[src/rtl/bsram_arb_pkg.sv]
// Shared types and widths for the BSRAM port arbiter family.
// DPB_AD_W/DPB_D_W are the fixed Gowin DPB pin widths, independent of the configured word width.
package bsram_arb_pkg;

    localparam int DATA_W_DEF = 16;
    localparam int ADDR_W_DEF = 10;
    localparam int DPB_AD_W   = 14;
    localparam int DPB_D_W    = 16;

    typedef enum logic {
        CLEAR = 1'b0,
        RUN   = 1'b1
    } arb_state_e;

    typedef logic port_idx_t;

endpackage

[src/rtl/bsram_rr_grant.sv]
// Two-way round-robin grant: a lone valid wins; on a tie the port not granted last wins.
// Purely combinational, one-hot (or zero) grant.
module bsram_rr_grant
    import bsram_arb_pkg::*;
(
    input  logic [1:0] vld_i,
    input  port_idx_t  last_i,
    output logic [1:0] gnt_o
);

    always_comb begin
        gnt_o = 2'b00;
        case (vld_i)
            2'b01:   gnt_o = 2'b01;
            2'b10:   gnt_o = 2'b10;
            2'b11:   gnt_o = last_i ? 2'b01 : 2'b10;
            default: gnt_o = 2'b00;
        endcase
    end

endmodule

[src/rtl/bsram_port_arbiter.sv]
// Round-robin share of one Gowin DPB port between two valid/ready clients; reads return after 1 cycle.
// Define BSRAM_ARB_CLEAR_EN to zero the whole memory after reset before any client is served.
module bsram_port_arbiter
    import bsram_arb_pkg::*;
#(
    parameter int         DATA_W  = DATA_W_DEF,
    parameter int         ADDR_W  = ADDR_W_DEF,
    parameter logic [2:0] BLK_SEL = 3'b000
) (
    input  logic                CLK,
    input  logic                RESETN,
    input  logic                REQ0_VALID,
    output logic                REQ0_READY,
    input  logic                REQ0_WE,
    input  logic [ADDR_W-1:0]   REQ0_ADDR,
    input  logic [DATA_W-1:0]   REQ0_WDATA,
    input  logic                REQ1_VALID,
    output logic                REQ1_READY,
    input  logic                REQ1_WE,
    input  logic [ADDR_W-1:0]   REQ1_ADDR,
    input  logic [DATA_W-1:0]   REQ1_WDATA,
    output logic                RSP0_VALID,
    output logic [DATA_W-1:0]   RSP0_RDATA,
    output logic                RSP1_VALID,
    output logic [DATA_W-1:0]   RSP1_RDATA,
    output logic                BUSY,
    output logic                MEM_CE,
    output logic                MEM_WRE,
    output logic                MEM_OCE,
    output logic                MEM_RESET,
    output logic [DPB_AD_W-1:0] MEM_AD,
    output logic [DPB_D_W-1:0]  MEM_DI,
    output logic [2:0]          MEM_BLKSEL,
    input  logic [DPB_D_W-1:0]  MEM_DO
);

    localparam int AD_SH = DPB_AD_W - ADDR_W;

    logic       run;
    logic [1:0] vld;
    logic [1:0] gnt;
    port_idx_t  last_q, last_d;
    logic       rsp0_q, rsp1_q;

`ifdef BSRAM_ARB_CLEAR_EN
    arb_state_e          state_q, state_d;
    logic [ADDR_W-1:0]   clr_q, clr_d;

    always_ff @(posedge CLK or negedge RESETN) begin
        if (!RESETN) begin
            state_q <= CLEAR;
            clr_q   <= '0;
        end else begin
            state_q <= state_d;
            clr_q   <= clr_d;
        end
    end

    always_comb begin
        state_d = state_q;
        clr_d   = clr_q;
        if (state_q == CLEAR) begin
            clr_d = clr_q + 1'b1;
            if (&clr_q) begin
                state_d = RUN;
            end
        end
    end

    assign run = (state_q == RUN);
`else
    assign run = 1'b1;
`endif

    // Clients are invisible to the arbiter while the sweep owns the port.
    assign vld = {REQ1_VALID, REQ0_VALID} & {2{run}};

    bsram_rr_grant u_grant (
        .vld_i  (vld),
        .last_i (last_q),
        .gnt_o  (gnt)
    );

    assign REQ0_READY = gnt[0];
    assign REQ1_READY = gnt[1];

    always_comb begin
        MEM_CE  = 1'b0;
        MEM_WRE = 1'b0;
        MEM_AD  = '0;
        MEM_DI  = '0;
        if (gnt[0]) begin
            MEM_CE  = 1'b1;
            MEM_WRE = REQ0_WE;
            MEM_AD  = DPB_AD_W'({REQ0_ADDR, {AD_SH{1'b0}}});
            MEM_DI  = DPB_D_W'(REQ0_WDATA);
        end else if (gnt[1]) begin
            MEM_CE  = 1'b1;
            MEM_WRE = REQ1_WE;
            MEM_AD  = DPB_AD_W'({REQ1_ADDR, {AD_SH{1'b0}}});
            MEM_DI  = DPB_D_W'(REQ1_WDATA);
        end
`ifdef BSRAM_ARB_CLEAR_EN
        if (!run) begin
            MEM_CE  = 1'b1;
            MEM_WRE = 1'b1;
            MEM_AD  = DPB_AD_W'({clr_q, {AD_SH{1'b0}}});
            MEM_DI  = '0;
        end
`endif
    end

    always_comb begin
        last_d = last_q;
        if (gnt[1]) begin
            last_d = 1'b1;
        end else if (gnt[0]) begin
            last_d = 1'b0;
        end
    end

    // Reset to port 1 so port 0 wins the first tie.
    always_ff @(posedge CLK or negedge RESETN) begin
        if (!RESETN) begin
            last_q <= 1'b1;
            rsp0_q <= 1'b0;
            rsp1_q <= 1'b0;
        end else begin
            last_q <= last_d;
            rsp0_q <= gnt[0] & ~REQ0_WE;
            rsp1_q <= gnt[1] & ~REQ1_WE;
        end
    end

    // The DPB registers DO on the accept edge, so its output lines up with the pulse.
    assign RSP0_VALID = rsp0_q;
    assign RSP1_VALID = rsp1_q;
    assign RSP0_RDATA = MEM_DO[DATA_W-1:0];
    assign RSP1_RDATA = MEM_DO[DATA_W-1:0];

    assign BUSY       = ~run;
    assign MEM_OCE    = 1'b1;
    assign MEM_RESET  = 1'b0;
    assign MEM_BLKSEL = BLK_SEL;

endmodule

[config.mk]
export PLATFORM = sky130hd
export DESIGN_NAME = bsram_port_arbiter
export DESIGN_NICKNAME = d
export VERILOG_FILES = /design/src/rtl/bsram_arb_pkg.sv /design/src/rtl/bsram_rr_grant.sv /design/src/rtl/bsram_port_arbiter.sv
export SDC_FILE = /design/constraint.sdc
export NUM_CORES = 1
export LEC_CHECK = 0
export CORE_UTILIZATION = 21
export DETAILED_ROUTE_END_ITERATION = 12
export PLACE_DENSITY = 0.95
export SLEW_MARGIN = 40
export SYNTH_ARGS = -nofsm -noshare
export SYNTH_HDL_FRONTEND = slang
export SYNTH_HIERARCHICAL = 1
export SYNTH_SLANG_ARGS = --single-unit
[constraint.sdc]
create_clock -name CLK -period 3 [get_ports CLK]
set_input_delay 0.3 -clock CLK [delete_from_list [all_inputs] [get_ports CLK]]
set_output_delay 0.3 -clock CLK [all_outputs]
set_load 0.005 [all_outputs]
==> results of run 1 <==
worst paths after layout:
| check | slack, ns | end | cells after the start | startpoint |
|---|---|---|---|---|
| min in group CLK | 0.54 | last_q | 1 | last_q |
| min | 0.24 | RSP1_VALID | 1 | RESETN |
| min reg2reg | 0.54 | last_q | 1 | last_q |
| max reg2reg | 1.64 | last_q | 5 | last_q |
| max | 0.55 | MEM_DI[9] | 6 | REQ1_VALID |
| max in group asynchronous | 2.54 | last_q | 1 | RESETN |
power by group through the flow:
stage,Clock (mW),Sequential (mW),Combinational [mW]
3_5_place_dp,0,0.0482,0.240
6_report,0.0721,0.0476,0.237
4_1_cts,0.0748,0.0477,0.241
2_1_floorplan,0,0.0478,0.119
5_1_grt,0.0798,0.0480,0.259
3_3_place_gp,0,0.0479,0.235
routing by layer:
layer  GRT usage  up-vias  share of wire
met4      0.0603        0          0.018
met5           0        -              0
met3      0.0357        6           0.10
li1            -      381              -
met2       0.188       54           0.51
met1       0.104      366           0.37
worst max-delay path, cell delays in order:
cell and delay, ns:
clkdlybuf4s50_1 0.49, a21boi_0 0.23, nor2b_2 0.20, buf_4 0.23, a22o_1 0.19, clkdlybuf4s50_1 0.50
cells in the mapped netlist:
cell	count
buf_2	2
a21boi_0	1
nor2b_2	1
nand2_1	2
a21o_1	1
or2_1	1
nor2b_1	1
buf_4	42
o21ai_1	1
inv_2	1
clkbuf_1	1
nor2_1	1
inv_1	1
buf_6	3
a21boi_1	1
dfstp_2	1
dfrtp_1	2
a22o_1	26
conb_1	2
cell usage in the layout (no fill, tap or decap), drive strengths merged:
master,synthesis,routed
a21boi,2,2
a21o,1,1
a22o,26,26
buf,47,4
clkbuf,1,4
clkdlybuf4s50,0,89
conb,2,10
dfrtp,2,2
dfstp,1,1
inv,2,2
nand2,2,2
nor2,1,1
nor2b,2,2
o21ai,1,1
or2,1,1
registers in the layout, indices dropped and copies added (netlist names):
signal      count
RSP0_VALID      1
RSP1_VALID      1
last_q          1
cell families (layout without fill, tap and decap cells):
family / count (synthesis) / in the layout / synth area share
simple gates: 6 / 6 / 0.0439
flops: 3 / 3 / 0.103
other cells: 2 / 10 / 0.0101
buf+inv: 50 / 99 / 0.499
compound gates: 30 / 30 / 0.344
cell type report:
type,instances,share of cell area
Timing Repair Buffer,93,0.650
Multi-Input combinational cell,46,0.232
Sequential cell,3,0.0538
Tap cell,46,0.0406
Clock buffer,4,0.0185
Inverter,2,0.00530
metrics by stage:
stage	instances	instance area (um^2)	total power, mW	hold slack, ns
2_1_floorplan	99	772	0.167	0.00441
3_3_place_gp	190	1390	0.283	0.492
4_1_cts	194	1420	0.363	0.240
5_1_grt	194	1420	0.387	0.252
6_report	194	1420	0.357	0.241
3_5_place_dp	190	1390	0.288	0.491
==> impl_metrics.ini, run 1 <==
[outcome]
outcome = completed

[sta]
period_minus_slack_ns = 2.45
layout_setup_ws_ns = 0.548
finalClockSkew_ns = 0.000201
finalSetupViolations = 0
max_freq_mhz = 408
fin_crit_sh = 0.817
rsz0062_at_grt = false
finalHoldViolations = 0
slew_viol_final = 0
setup_tns_ns = 0

[clock_network]
numCtsBuffers = 3
cts_tree = done
cts-root-buf = clkbuf_4
clock_sinks = 3
cts_buffer_depth = 2
htreeDepth = 1
clk_pin_slew_ns = 0.03
cts_hold_buf = 0
worst_skew_pair.late_latency_ns = 0.24
postCtsSetupBuffers = 0
cts_resized = 0

[logic_synthesis]
synth_area_um2 = 742
yosysSeqAreaShare = 0.103
ys_warn_count = 6
ys_ff_latch = 3
syn_area_per_cell_um2 = 8.15
synthTopCellsByArea = buf_4 (42%), a22o_1 (31%), dfrtp_1 (6.7%)
yosysTopAreaCell = buf_4
synth_cell_types = 19
synth_top_area_frac = 0.425
syn_inst = 91

[routing]
first_pass_iters = 4
vias_per_cell = 4.16
ant_nets = 0
wl_um = 2310
drt_first_iter_violations = 11
drcViolationCount = 0
wire_per_inst_um = 11.9
vias = 807

[global_route]
grt_pass1_vias = 715
grtUsageTotal = 0.104
grt_overflow = 0
grt_max_degree = 32
grt_pass1_wl_um = 2930
antenna_found_initial = 0

[power]
p_per_area_mw_per_mm2 = 252
vdd_ir_drop_max_mv = 0.104
p_leak_nw = 0.577
internal-power_uw = 263
netSwitchingFraction = 0.262
clkPwrFrac = 0.202
pwr-share-comb = 0.665
seqPwrFrac = 0.133
switchingPower_uw = 93.6

[floorplanning]
die_h_um = 61.4
rows = 21
start_util = 0.221
core_area_mm2 = 0.00336
dieArea_mm2 = 0.00377
die_x_um = 61.4
ios = 148

[placement]
io_buffer_count = 89
place_congestion = 0.632
dp_hpwl_um = 1900
place_ws_ns = 0.547

[setup_path]
path_class = in -> out
cp.arrival_ns = 2.15
critPathMaxFanout = 18
crit_path_start_kind = input port
endpoint_kind = output pin
required_ns = 2.70

[finish]
area_delta_synth_final_pct = 91.1
n_antenna_cell = 0
multiInputGateArea_um2 = 329
register_area_um2 = 76.3
drive_above_1_share = 0.0743
fin_nets = 223
nFillCells = 334
final_core_util = 0.422

[min_path]
hp-class = in -> async

[flow_run]
maxCapViolations = 0
Power figures use the tool's default switching activity.
==> run 2: changes to the inputs <==
Settings changed: CORE_UTILIZATION 21 to 19, PLACE_DENSITY 0.95 to 0.89.
Clock period 3 ns to 2.3 ns, I/O delays scaled along.
==> impl_metrics.ini, run 2 (same netlist as run 1, synthesis figures left out) <==
[setup_path]
cp.arrival_ns = 1.97
reg2reg_depth = 5
path_class = reg -> out
crit_path_start_kind = flip-flop
critPathMaxFanout = 18
required_ns = 2.07
endpoint_kind = output pin

[floorplanning]
die_h_um = 64.5
dieArea_mm2 = 0.00416
rows = 22
ios = 148
core_area_mm2 = 0.00372
start_util = 0.200
die_x_um = 64.5

[routing]
routed-wl-met2_um = 1280
wire_per_inst_um = 12.1
first_pass_iters = 4
wl_met1_um = 907
drcViolationCount = 0
vias_per_cell = 4.04
drt_first_iter_violations = 6
met3_length_um = 175
ant_nets = 0
highest_layer = met4
vias = 796
wl_um = 2380

[placement]
dp_hpwl_um = 2010
placed_area_mm2 = 0.00141
place_congestion = 0.616
place_ws_ns = 0.0186
io_buffer_count = 89
dp_cells = 193

[sta]
whs_ns = 0.199
fin_crit_sh = 0.956
layout_setup_ws_ns = 0.102
rsz0062_at_grt = false
finalClockSkew_ns = 0.00521
finalHoldViolations = 0
max_freq_mhz = 455
slew_viol_final = 0
setup_tns_ns = 0
period_minus_slack_ns = 2.20
finalSetupViolations = 0

[power]
vdd_ir_drop_max_mv = 0.120
p_per_area_mw_per_mm2 = 365
p_leak_nw = 0.599
p_total_uw = 538

[clock_network]
cts-root-buf = clkbuf_8
cts_buffer_depth = 2
postCtsSetupBuffers = 0
cts_tree = done
numCtsBuffers = 3
worst_skew_pair.late_latency_ns = 0.22
clock_sinks = 3
htreeDepth = 1
clk_pin_slew_ns = 0.03

[outcome]
outcome = completed

[finish]
final_core_util = 0.396
final_cells = 197
fin_nets = 224
drive_above_1_share = 0.0805
final_cell_mix = clkdlybuf4s50_1 (89), a22o_1 (26), conb_1 (10)
n_antenna_cell = 0
area_delta_synth_final_pct = 98.3
layout_commonest_cell = clkdlybuf4s50_1
stdcell_area_mm2 = 0.00147

[flow_run]
maxCapViolations = 0

[global_route]
antenna_found_initial = 0
grtUsageTotal = 0.111
grt_pass1_wl_um = 3640
grt_overflow = 0
grt_pass1_vias = 818
grt_max_degree = 19

[min_path]
hp-class = in -> async
run 2: final timing paths:
check	slack, ns	startpoint	to
hold / removal	0.20	RESETN	RSP1_VALID
setup reg to reg	0.98	last_q	last_q
hold reg to reg	0.55	last_q	last_q
setup / recovery	0.10	last_q	MEM_DI[4]
max in group asynchronous	1.87	RESETN	last_q
min in group CLK	0.46	MEM_DO[14]	RSP0_RDATA[14]
run 2: cell type report:
cell class,instances,area (um^2)
Fill cell,379,2240
Timing Repair Buffer,94,948
Multi-Input combinational cell,46,334
Sequential cell,3,76.3
Tap cell,48,60.1
Clock buffer,4,45.0
Inverter,2,7.51
run 2: metal layers:
metal  vias up  track usage
met3         7       0.0387
met5         -            0
met4         0       0.0528
li1        386            -
met1       357        0.115
met2        46        0.197
run 2: critical path, cell delays in order, from the launching register on:
cell and delay (ns):
dfstp_2 0.53, inv_1 0.05, a21boi_2 0.27, buf_6 0.23
a22o_1 0.17, clkdlybuf4s50_1 0.51
run 2: report_power, final:
part / internal [mW] / switching, mW
clock network: 0.118 / 0.0348
registers: 0.0597 / 0.00266
logic: 0.228 / 0.0939
run 2: repair_timing:
item / 4_1_cts / 5_1_grt
hold buffers: 0 / 0
endpoints found under the setup margin: 0 / 26
resized for setup: 0 / 4
==> run 3: changes to the inputs <==
Settings changed: CTS_CLUSTER_DIAMETER set to 150.
==> results of run 3 <==
No change in the layout: final DEF, timing and power equal those of run 2.
==> patch 1, RTL diff (flow settings as in run 2) <==
Set the package constant `ADDR_W_DEF` to 9 (it was 10).
--- a/src/rtl/bsram_arb_pkg.sv
+++ b/src/rtl/bsram_arb_pkg.sv
@@ -5,3 +5,3 @@
     localparam int DATA_W_DEF = 16;
-    localparam int ADDR_W_DEF = 10;
+    localparam int ADDR_W_DEF = 9;
     localparam int DPB_AD_W   = 14;
Ports: changed (resized REQ0_ADDR and REQ1_ADDR); port bits go from 148 to 146. No check against the original RTL was run, so the function may have changed too.
==> patch 1 against run 2 <==
- worst setup slack better by 0.027 ns
- wire length fell by 6.1%
- sequential power down 0.6%
- largest power group unchanged
- combinational power decreased by 2%
- critical path type unchanged
- count of clock-buffer cells in the layout stayed put
- synthesized cell count unchanged
- non-clock buffer count down 3
- area after synthesis up 2.4%
- critical endpoint is now MEM_AD[13]
- cell area decreased by 2.0%
- total power decreased by 1.5%
- highest routed layer unchanged
- sequential cell count stayed put
==> patch 1: results (changes against run 2) <==
[critical_path]
reg2reg_depth=5  ; unchanged
cp_slowest_cell=dfstp_2
crit_end=MEM_AD[13]
crit_family=buffers and inverters
crit_path_start=last_q
worstPathArrival_ns=1.94  ; -0.03 ns
path_max_fanout=16  ; -2
max_stage_delay_ns=0.53  ; about the same

[finish]
n_fill_cell=381  ; +0.53%
fin_nets=219  ; -2.2%
layout.buffer.nonclock.area_share_pct=64.1  ; -0.39 points
multi_input_area_sq_um=329  ; -1.5%
diodes=0  ; unchanged
layout-drive-gt1-share_pct=8.22  ; +0.17 points
num-nonclk-inverters=2  ; unchanged
final-clk-cell-share_pct=3.13  ; +0.064 points
nNonClkBuffers=91  ; -3.2%
seq_share_pct=5.30  ; +0.11 points
num-multi-input-gates=46  ; unchanged

[pwr]
p_leak_nw=0.588  ; -1.8%
ir_drop_uv=142  ; +18%
p_total_mw=0.530  ; -1.5%
power_frac_seq_pct=11.7
pg_clk_mw=0.154
p_sw_share_pct=24.3  ; -0.11 points

[clock_network]
cts_buffer_depth=2  ; unchanged
htree_levels=1  ; unchanged
cts.sinks=3  ; unchanged
numCtsBuffers=3  ; unchanged

[global_routing]
grt_max_degree=17  ; -2
grt_first_pass_wirelength_microns=3400  ; -6.5%
grt_usage_pct=10.0  ; -1.1 points
antenna_found_initial=0  ; unchanged
grt_pass1_vias=831  ; +1.6%

[routing]
route.detailed.drc=0  ; unchanged
vias_per_cell=4.17  ; +3.2%
routed_wl_microns=2240  ; -6.1%
first_pass_iters=3  ; -1

[sta]
clock_skew_ns=0.000159  ; -0.00505 ns

[synth]
synthFlopType=dfrtp_1
ys_async_sr_fraction_pct=100  ; unchanged
yosysSeqAreaShare_pct=10.0  ; -0.24 points
synth_cell_types=20  ; +1
ys_top_cells_by_area=buf_4, a22o_1, dfrtp_1, buf_8, dfstp_2
synth_common_cells=buf_4, a22o_1

[placed_design]
port_buffers=86  ; -3.4%
gp_congestion=0.633  ; +2.8%
dpl.hpwl_microns=1860  ; -7.4%

[min_path]
min_path_type=input port to asynchronous set/reset pin

[status]
outcome=completed

-- patch 1: changes by cell type in the layout (fill, tap and decap cells not counted), sizes merged --
cell,run 2,this run
a22o,26,25
clkdlybuf4s50,89,86
conb,10,11
-- patch 1: cells by family after synthesis --
family                 after synthesis  share of synthesized area (%)
buffers and inverters               51                           51.6
AO/OA/AOI/OAI                       29                           32.5
flip-flops                           3                           10.1
other                                2                          0.989
AND/OR/NAND/NOR                      6                           4.94
-- patch 1: per-stage QoR --
stage,cell area (sq um),hold WS [ns],setup slack (ns),cells
final,1440,0.194,0.129,194
after global routing,1440,0.212,0.0221,194
after CTS,1440,0.192,0.0448,194
after detailed placement,1400,0.422,0.0532,190
after global placement,1400,0.420,0.0833,190
after floorplan,793,-0.0656,0.640,100
-- patch 1: routing by layer --
metal / up-vias / global-route usage (%) / share of wire [%]
li1: 373 / - / -
met1: 360 / 7.48 / 30
met2: 64 / 20.6 / 53
met3: 12 / 2.95 / 14
met4: 0 / 7.34 / 2.2
met5: - / 0 / 0
==> patch 2, RTL diff (flow settings as in run 2) <==
Without the edit above. Build with the macro `BSRAM_ARB_CLEAR_EN` defined.
--- a/src/rtl/bsram_port_arbiter.sv
+++ b/src/rtl/bsram_port_arbiter.sv
@@ -2,2 +2,4 @@
 // Define BSRAM_ARB_CLEAR_EN to zero the whole memory after reset before any client is served.
+`define BSRAM_ARB_CLEAR_EN
+
 module bsram_port_arbiter
Function: changed (a bounded check fails within 4 cycles, from zero or initial values and one cycle with RESETN low).
==> patch 2 against run 2 <==
- total power rose by 12%
- cell area rose by 60%
- area after synthesis rose by 84%
- core utilization fell by 5.3 points
- hold slack improved by 0.18 ns
- sequential cell count rose by 11
- largest cell class unchanged
- worst setup slack improved by 0.041 ns
- wire length rose by 91%
==> patch 2: results (changes against run 2) <==
[status]
outcome=completed

[placed_design]
placedInstanceArea_sq_um=2160  ; +53%
dpl.hpwl_microns=3550  ; +76%
gp_congestion=0.756  ; +23%
place_inst=324  ; +68%
dp_worst_setup_slack_ns=-0.179  ; -0.198 ns
port_buffers=90  ; +1.1%

[synth]
avgSynthCellArea_sq_um=8.02  ; -1.6%
synth_common_cells=buf_4, nor2_1, a22oi_1
synth-compound-area-share_pct=18.3  ; -16 points
synth_xor_xnor_area_share_pct=5.78  ; +5.8 points
synth_adder_area_share_pct=0.917  ; +0.92 points
synth.area.mux_share_pct=0.826  ; +0.83 points
yosys_warnings=6  ; unchanged
yosysSeqAreaShare_pct=25.8  ; +15 points
ys_top_cells_by_area=dfrtp_1, buf_4, nor2_1, a22oi_1, a221oi_1
ys_ff_latch=14  ; +11
synth_cell_types=34  ; +15

[finish]
final-clk-cell-share_pct=2.34  ; -0.72 points
fin_cells=333  ; +69%
multi_input_area_share_pct=31.3  ; +8.6 points
seq_share_pct=14.9  ; +9.7 points
layout.buffer.nonclock.area_share_pct=45.6  ; -19 points
num-nonclk-inverters=5  ; +3
diodes=0  ; unchanged
nClkBuffers=4  ; unchanged
area_delta_synth_final_pct=72.8
fin_nets=313  ; +40%
layout-drive-gt1-share_pct=16.5  ; +8.4 points
nNonClkBuffers=108  ; +15%
num-multi-input-gates=106  ; +130%
n_fill_cell=707  ; +87%

[clock_network]
htree_levels=1  ; unchanged
numCtsBuffers=3  ; unchanged
clk_latency_ns=0.25  ; +0.03 ns
cts_buffer_depth=2  ; unchanged
path_clk_slew_ns=0.06  ; +0.03 ns

[critical_path]
max_stage_delay_ns=0.39  ; -0.14 ns
reg2reg_depth=7  ; +2
cp_slowest_cell=dfrtp_1
path_max_fanout=7  ; -11
reg2reg_slack_ns=0.83  ; -0.15 ns
worstPathArrival_ns=1.93  ; -0.04 ns
crit_end=MEM_AD[13]
crit_path_start=run

[global_routing]
antenna_found_initial=0  ; unchanged
grt_usage_pct=12.0  ; +0.91 points
grt_max_degree=17  ; -2
grt_pass1_vias=1424  ; +74%
grt_first_pass_wirelength_microns=6990  ; +92%

[pwr]
ir_drop_uv=110  ; -7.9%
p_leak_nw=1.02  ; +71%

[min_path]
min_path_type=input port to asynchronous set/reset pin

[sta]
clock_skew_ns=0.00159  ; -0.00362 ns
hold_slack_ns=0.375  ; +0.176 ns
final.min_clock_period_ns=2.16  ; -0.0407 ns

[routing]
vias_per_cell=4.23  ; +4.6%
dr.first_iter.drc_count=53  ; +47
routed_wl_microns=4550  ; +91%

-- patch 2: what timing repair did --
| item | in CTS | in global routing |
|---|---|---|
| setup endpoints to repair | 27 | 2 |
| gates cloned | 0 | 0 |
| endpoints found under the hold margin | 0 | 0 |
| gates resized for setup | 44 | 2 |
| pin swaps | 1 | 1 |
| setup buffers | 5 | 0 |
-- patch 2: power breakdown --
group          total (mW)  leakage [nW]  internal (mW)  switching, mW
clock network       0.243        0.0288          0.152         0.0911
logic               0.111         0.816         0.0842         0.0271
registers           0.246         0.177          0.246              0
total               0.601          1.02          0.482          0.118
-- patch 2: routing by layer --
metal | track usage (%) | wire (microns) | up-vias
met1 | 11.9 | 1650 | 655
li1 | - | - | 662
met3 | 1.62 | 314 | 15
met4 | 3.48 | 65 | 0
met2 | 25.3 | 2520 | 75
met5 | 0 | 0 | -
-- patch 2: worst max-delay path, delay by kind of cell, from the launching register on --
kind / cells / cell delay (ns)
compound gates: 2 / 0.44
flops: 1 / 0.39
simple gates: 3 / 0.31
buf+inv: 3 / 0.56
